<file path="src/rtl/encoder_tachometer.sv">
// Encoder tachometer: counts qualified edges of one encoder channel over a fixed window of
// clock cycles and publishes the count once per window as a 32-bit rate word.
//
// Ports
//   clock         system clock
//   reset_n       asynchronous reset, active-high (clears all state)
//   encoder_data  raw asynchronous encoder channel
//   data_out      edge count of the last completed window (registered, held between updates)
//
// Rate in Hz = data_out * f_clk / WINDOW_CYCLES (halve it when BOTH_EDGES = 1).
module encoder_tachometer #(
  parameter int unsigned WINDOW_CYCLES = 1000,
  parameter int unsigned FILTER_LEN    = 2,
  parameter bit          BOTH_EDGES    = 1'b0,
  parameter logic [31:0] SAT_MAX       = 32'hFFFF_FFFF
) (
  input  logic        clock,
  input  logic        reset_n,
  input  logic        encoder_data,
  output logic [31:0] data_out
);

  localparam int unsigned WinW  = (WINDOW_CYCLES > 2) ? $clog2(WINDOW_CYCLES) : 1;
  localparam int unsigned FiltW = $clog2(FILTER_LEN + 1);
  localparam logic [WinW-1:0]  WinLast = WinW'(WINDOW_CYCLES - 1);
  localparam logic [FiltW-1:0] FiltMax = FiltW'(FILTER_LEN);

  // Saturating increment; also clamps anything already above SAT_MAX.
  function automatic logic [31:0] sat_inc(input logic [31:0] v, input logic inc);
    logic [32:0] sum;
    sum = {1'b0, v} + {32'd0, inc};
    if (sum > {1'b0, SAT_MAX}) begin
      return SAT_MAX;
    end
    return sum[31:0];
  endfunction

  // Two-flop synchronizer
  logic sync1_q, sync_q;

  always_ff @(posedge clock or posedge reset_n) begin
    if (reset_n) begin
      sync1_q <= 1'b0;
      sync_q  <= 1'b0;
    end else begin
      sync1_q <= encoder_data;
      sync_q  <= sync1_q;
    end
  end

  // Glitch filter: a level change is accepted only after FILTER_LEN consecutive
  // synced samples disagree with the current filtered level.
  logic             filt_lvl_q, filt_lvl_d;
  logic [FiltW-1:0] filt_cnt_q, filt_cnt_d;
  logic [FiltW-1:0] filt_cnt_inc;

  assign filt_cnt_inc = filt_cnt_q + FiltW'(1);

  always_comb begin
    filt_lvl_d = filt_lvl_q;
    filt_cnt_d = '0;
    if (sync_q != filt_lvl_q) begin
      if (filt_cnt_inc == FiltMax) begin
        filt_lvl_d = sync_q;
      end else begin
        filt_cnt_d = filt_cnt_inc;
      end
    end
  end

  always_ff @(posedge clock or posedge reset_n) begin
    if (reset_n) begin
      filt_lvl_q <= 1'b0;
      filt_cnt_q <= '0;
    end else begin
      filt_lvl_q <= filt_lvl_d;
      filt_cnt_q <= filt_cnt_d;
    end
  end

  // Strobe fires in the cycle whose closing edge updates filt_lvl, so the edge is
  // counted on the same clock that the filtered level changes.
  logic rise, fall, strobe;

  assign rise   = filt_lvl_d & ~filt_lvl_q;
  assign fall   = ~filt_lvl_d & filt_lvl_q;
  assign strobe = rise | (BOTH_EDGES & fall);

  // Window counter, edge counter and published result
  logic [WinW-1:0] win_cnt_q, win_cnt_d;
  logic [31:0]     edge_cnt_q, edge_cnt_d;
  logic [31:0]     data_out_q, data_out_d;
  logic            win_last;

  assign win_last = (win_cnt_q == WinLast);

  always_comb begin
    win_cnt_d  = win_cnt_q + WinW'(1);
    edge_cnt_d = sat_inc(edge_cnt_q, strobe);
    data_out_d = data_out_q;
    if (win_last) begin
      win_cnt_d  = '0;
      // A strobe on the closing cycle belongs to the closing window.
      data_out_d = sat_inc(edge_cnt_q, strobe);
      edge_cnt_d = '0;
    end
  end

  always_ff @(posedge clock or posedge reset_n) begin
    if (reset_n) begin
      win_cnt_q  <= '0;
      edge_cnt_q <= '0;
      data_out_q <= '0;
    end else begin
      win_cnt_q  <= win_cnt_d;
      edge_cnt_q <= edge_cnt_d;
      data_out_q <= data_out_d;
    end
  end

  assign data_out = data_out_q;

endmodule

</file>
<file path="config.mk">
export PLATFORM = sky130hd
export DESIGN_NAME = encoder_tachometer
export DESIGN_NICKNAME = d
export VERILOG_FILES = /design/src/rtl/encoder_tachometer.sv
export SDC_FILE = /design/constraint.sdc
export NUM_CORES = 1
export LEC_CHECK = 0
export BUFFER_PORTS_ARGS = -buffer_cell sky130_fd_sc_hd__clkbuf_2
export CELL_PAD_IN_SITES_DETAIL_PLACEMENT = 0
export CELL_PAD_IN_SITES_GLOBAL_PLACEMENT = 2
export CORE_MARGIN = 1
export CORE_UTILIZATION = 40
export CTS_CLUSTER_DIAMETER = 40
export DETAILED_ROUTE_END_ITERATION = 16
export PLACE_DENSITY_LB_ADDON = 0.1
export REMOVE_ABC_BUFFERS = 1
export SLEW_MARGIN = 30
export SYNTH_ARGS = -nofsm -noshare
export SYNTH_HDL_FRONTEND = slang
export SYNTH_SLANG_ARGS = --single-unit
export TNS_END_PERCENT = 50
</file>
<file path="constraint.sdc">
create_clock -name clock -period 6.2 [get_ports clock]
set_input_delay 0.93 -clock clock [delete_from_list [all_inputs] [get_ports clock]]
set_output_delay 0.93 -clock clock [all_outputs]
set_load 0.03 [all_outputs]
</file>
==> results.py <==
metrics = {
    "power_and_ir_drop": {
        "p_leak_nw": 1.86,
        "internal-power_uw": 724,
        "p_sw_uw": 250,
        "peakVddDrop_mv": 0.175,
        "p_clk_share_pct": 37.2,
        "sequentialPowerShare_pct": 57.0,
        "p_per_area_nw_per_um2": 240,
        "p_sw_share_pct": 25.7,
        "p_comb_share_pct": 5.8,
    },
    "logic_synthesis": {
        "yosys.area.top_type": "dfrtp_1",
        "ys_async_sr_fraction_pct": 100,
        "synth_ff_type": "dfrtp_1",
        "syn_area_sq_um": 3610,
        "synthDominantCellAreaShare_pct": 54.7,
        "seq_area_frac_synth_pct": 54.7,
        "synth_area_leaders": "dfrtp_1, nor2_1, nand2_1",
        "yosysUniqueCellTypes": 43,
        "avgSynthCellArea_sq_um": 9.74,
        "yosys_register_bits": 79,
        "synth_edf_count": 0,
        "yosys_warnings": 0,
        "synthCells": 371,
    },
    "floorplanning": {
        "io-pin-count": 35,
        "die_area_sq_um": 9420,
        "die_w_um": 97.0,
        "die_y_um": 97.0,
        "core_area_sq_um": 8720,
        "start_util_pct": 41.4,
        "num_rows": 34,
    },
    "routing": {
        "postRouteAntennaNets": 0,
        "wire_per_inst_um": 15.3,
        "viasPerCell": 5.32,
        "first_pass_iters": 4,
        "vias": 2741,
        "routed_wl_um": 7870,
        "remaining_drc_errors": 0,
        "drtIter0Drc": 136,
    },
    "layout": {
        "multi_input_area_sq_um": 1530,
        "final_common_cell": "dfrtp_1",
        "layout-drive-gt1-share_pct": 16.2,
        "antenna_cells": 0,
        "seq_area_sq_um": 1980,
        "fill_cells": 879,
        "area_growth_pct": 12.4,
        "stdcell_count": 515,
        "layout.nets": 409,
        "layout_common_cells": "dfrtp_1, nor2_1, nand2_1, clkbuf_2, o21ai_0",
    },
    "critical_path": {
        "r2r_cells": 9,
        "crit_top_cell": "ha_1",
        "crit_required_ns": 6.42,
        "crit_buf_inv": 0,
        "cp-start-kind": "flop",
        "path_max_fanout": 7,
        "cpPeakStageDelay_ns": 0.68,
        "crit_type": "flop to flop",
        "arrival_ns": 3.32,
        "endpoint_kind": "flop",
        "path_cells": "nand2b_1 -> nor3b_1 -> ha_1 -> ha_1 -> nand4_1 -> or4_1 -> nor4_1 -> mux2i_1 -> o21ai_0",
        "cp_top_family": "simple AND/OR/NAND/NOR gates",
        "worst-path-stages": 9,
        "slowest_stage": "or4_1",
    },
    "min_path": {
        "hold_depth": 0,
        "hp-class": "flop to flop",
    },
    "sta": {
        "slew_viol_final": 0,
        "worstMarginPinSlew_ns": 0.727,
        "skew_ns": 0.0100,
        "rsz0062_at_grt": "no",
        "period_minus_slack_ns": 3.10,
        "tns_ns": 0,
        "setup_viol": 0,
        "period_share_pct": 49.9,
        "final_hold_viol_count": 0,
        "fmax_mhz": 323,
        "max_slew_margin_pct": 51.6,
    },
    "global_route": {
        "grt_overflow": 0,
        "use_met2_pct": 29.7,
        "grt_pass1_wl_um": 13900,
        "grt_busiest_layer": "met2",
        "grtUsageMet1_pct": 25.1,
        "grt_start_max_net_pins": 80,
        "grt_pass1_vias": 2768,
        "use_met3_pct": 3.25,
        "antenna_found_initial": 0,
        "grt_usage_pct": 18.5,
    },
    "run_status": {
        "status": "completed",
    },
    "clocking": {
        "cts.sinks": 79,
        "clk_pin_slew_ns": 0.08,
        "insertion_delay_ns": 0.36,
        "numCtsBuffers": 9,
        "clk_path_buf_depth": 2,
        "postCtsSetupBuffers": 0,
        "cts_tree": "built",
        "ctsHoldBuffers": 0,
        "root_buffer": "clkbuf_8",
        "cts_max_level": 3,
        "cts_resized": 0,
    },
    "placement": {
        "dp_cells": 499,
        "io_buffers": 34,
        "dp_hpwl_um": 5230,
        "gp_congestion": 0.736,
    },
    "job": {
        "maxCapViolCount": 0,
    },
}
==> kinds of logic (layout without fill, tap and decap cells) <==
logic type	count (synthesis)	after routing	share of synthesized area, %
simple gates	180	180	25.0
flops	79	79	54.7
compound gates	55	55	8.73
buf+inv	25	61	3.12
xor+xnor	21	21	5.09
mux	7	7	2.01
fa+ha+maj	4	4	1.39
==> layout make-up <==
cell class	count	area share, %
Multi-Input combinational cell	267	37.6
Sequential cell	79	48.7
Clock inverter	4	0.739
Timing Repair Buffer	39	5.21
Inverter	6	0.585
Clock buffer	12	3.82
Tap cell	108	3.33
==> path summary, 6_finish.rpt <==
check	start	to	slack [ns]
worst max-delay path	filt_cnt_q[1]	data_out[28]	3.10
worst min-delay path	sync1_q	sync_q	0.35
worst max register to register	filt_cnt_q[1]	data_out[28]	3.10
worst min register to register	sync1_q	sync_q	0.35
max in group asynchronous	reset_n	edge_cnt_q[28]	4.97
min in group asynchronous	reset_n	data_out[9]	0.74
==> Yosys cell counts (all sizes together), types with 3 or more instances <==
cell type  instances
a21oi             15
o31a               4
nor4              10
nand3             17
buf                4
nor2              59
clkbuf            15
or4                6
nor3              14
or3                3
a31oi              5
and2               3
ha                 4
nand2             39
and3               4
o21ai             25
dfrtp             79
nand4             13
xor2              10
xnor2             11
mux2i              5
inv                6
and4               5
==> registers in the layout (all words and copies together) (netlist names) <==
signal and flops:
data_out 32, edge_cnt_q 32, win_cnt_q 10, filt_cnt_q 2, filt_lvl_q 1, sync1_q 1
sync_q 1
==> metrics by stage <==
step	worst slack [ns]	power, mW	area (sq um)	hold WS, ns	util [%]
2_1_floorplan	2.24	0.605	3520	0.331	-
3_3_place_gp	3.22	0.623	3860	0.333	44.3
3_5_place_dp	3.14	0.624	3880	0.338	44.4
4_1_cts	3.11	0.988	4060	0.356	46.6
5_1_grt	2.85	1.03	4060	0.370	46.6
6_report	3.10	0.974	4060	0.352	46.6
==> power groups by stage <==
| stage | combinational (mW) | clock [mW] | sequential (mW) |
|---|---|---|---|
| floorplan | 0.0447 | 0 | 0.561 |
| global placement | 0.0573 | 0 | 0.565 |
| detailed placement | 0.0586 | 0 | 0.565 |
| CTS | 0.0587 | 0.374 | 0.555 |
| global route | 0.0694 | 0.399 | 0.559 |
| finish | 0.0563 | 0.362 | 0.555 |
==> worst register-to-register path, cell delays in order (launching register included) <==
cell      delay [ns]
dfrtp_1         0.38
nand2b_1        0.16
nor3b_1         0.26
ha_1            0.20
ha_1            0.21
nand4_1         0.35
or4_1           0.68
nor4_1          0.36
mux2i_1         0.27
o21ai_0         0.09
==> metal layers <==
layer | part of all wire, % | vias up | wire length (um)
met4 | 1.7 | 0 | 137
met5 | 0 | - | 0
met2 | 47 | 44 | 3680
met3 | 2.6 | 10 | 203
li1 | - | 1358 | -
met1 | 49 | 1329 | 3860
(Power assumes the default switching activity.)
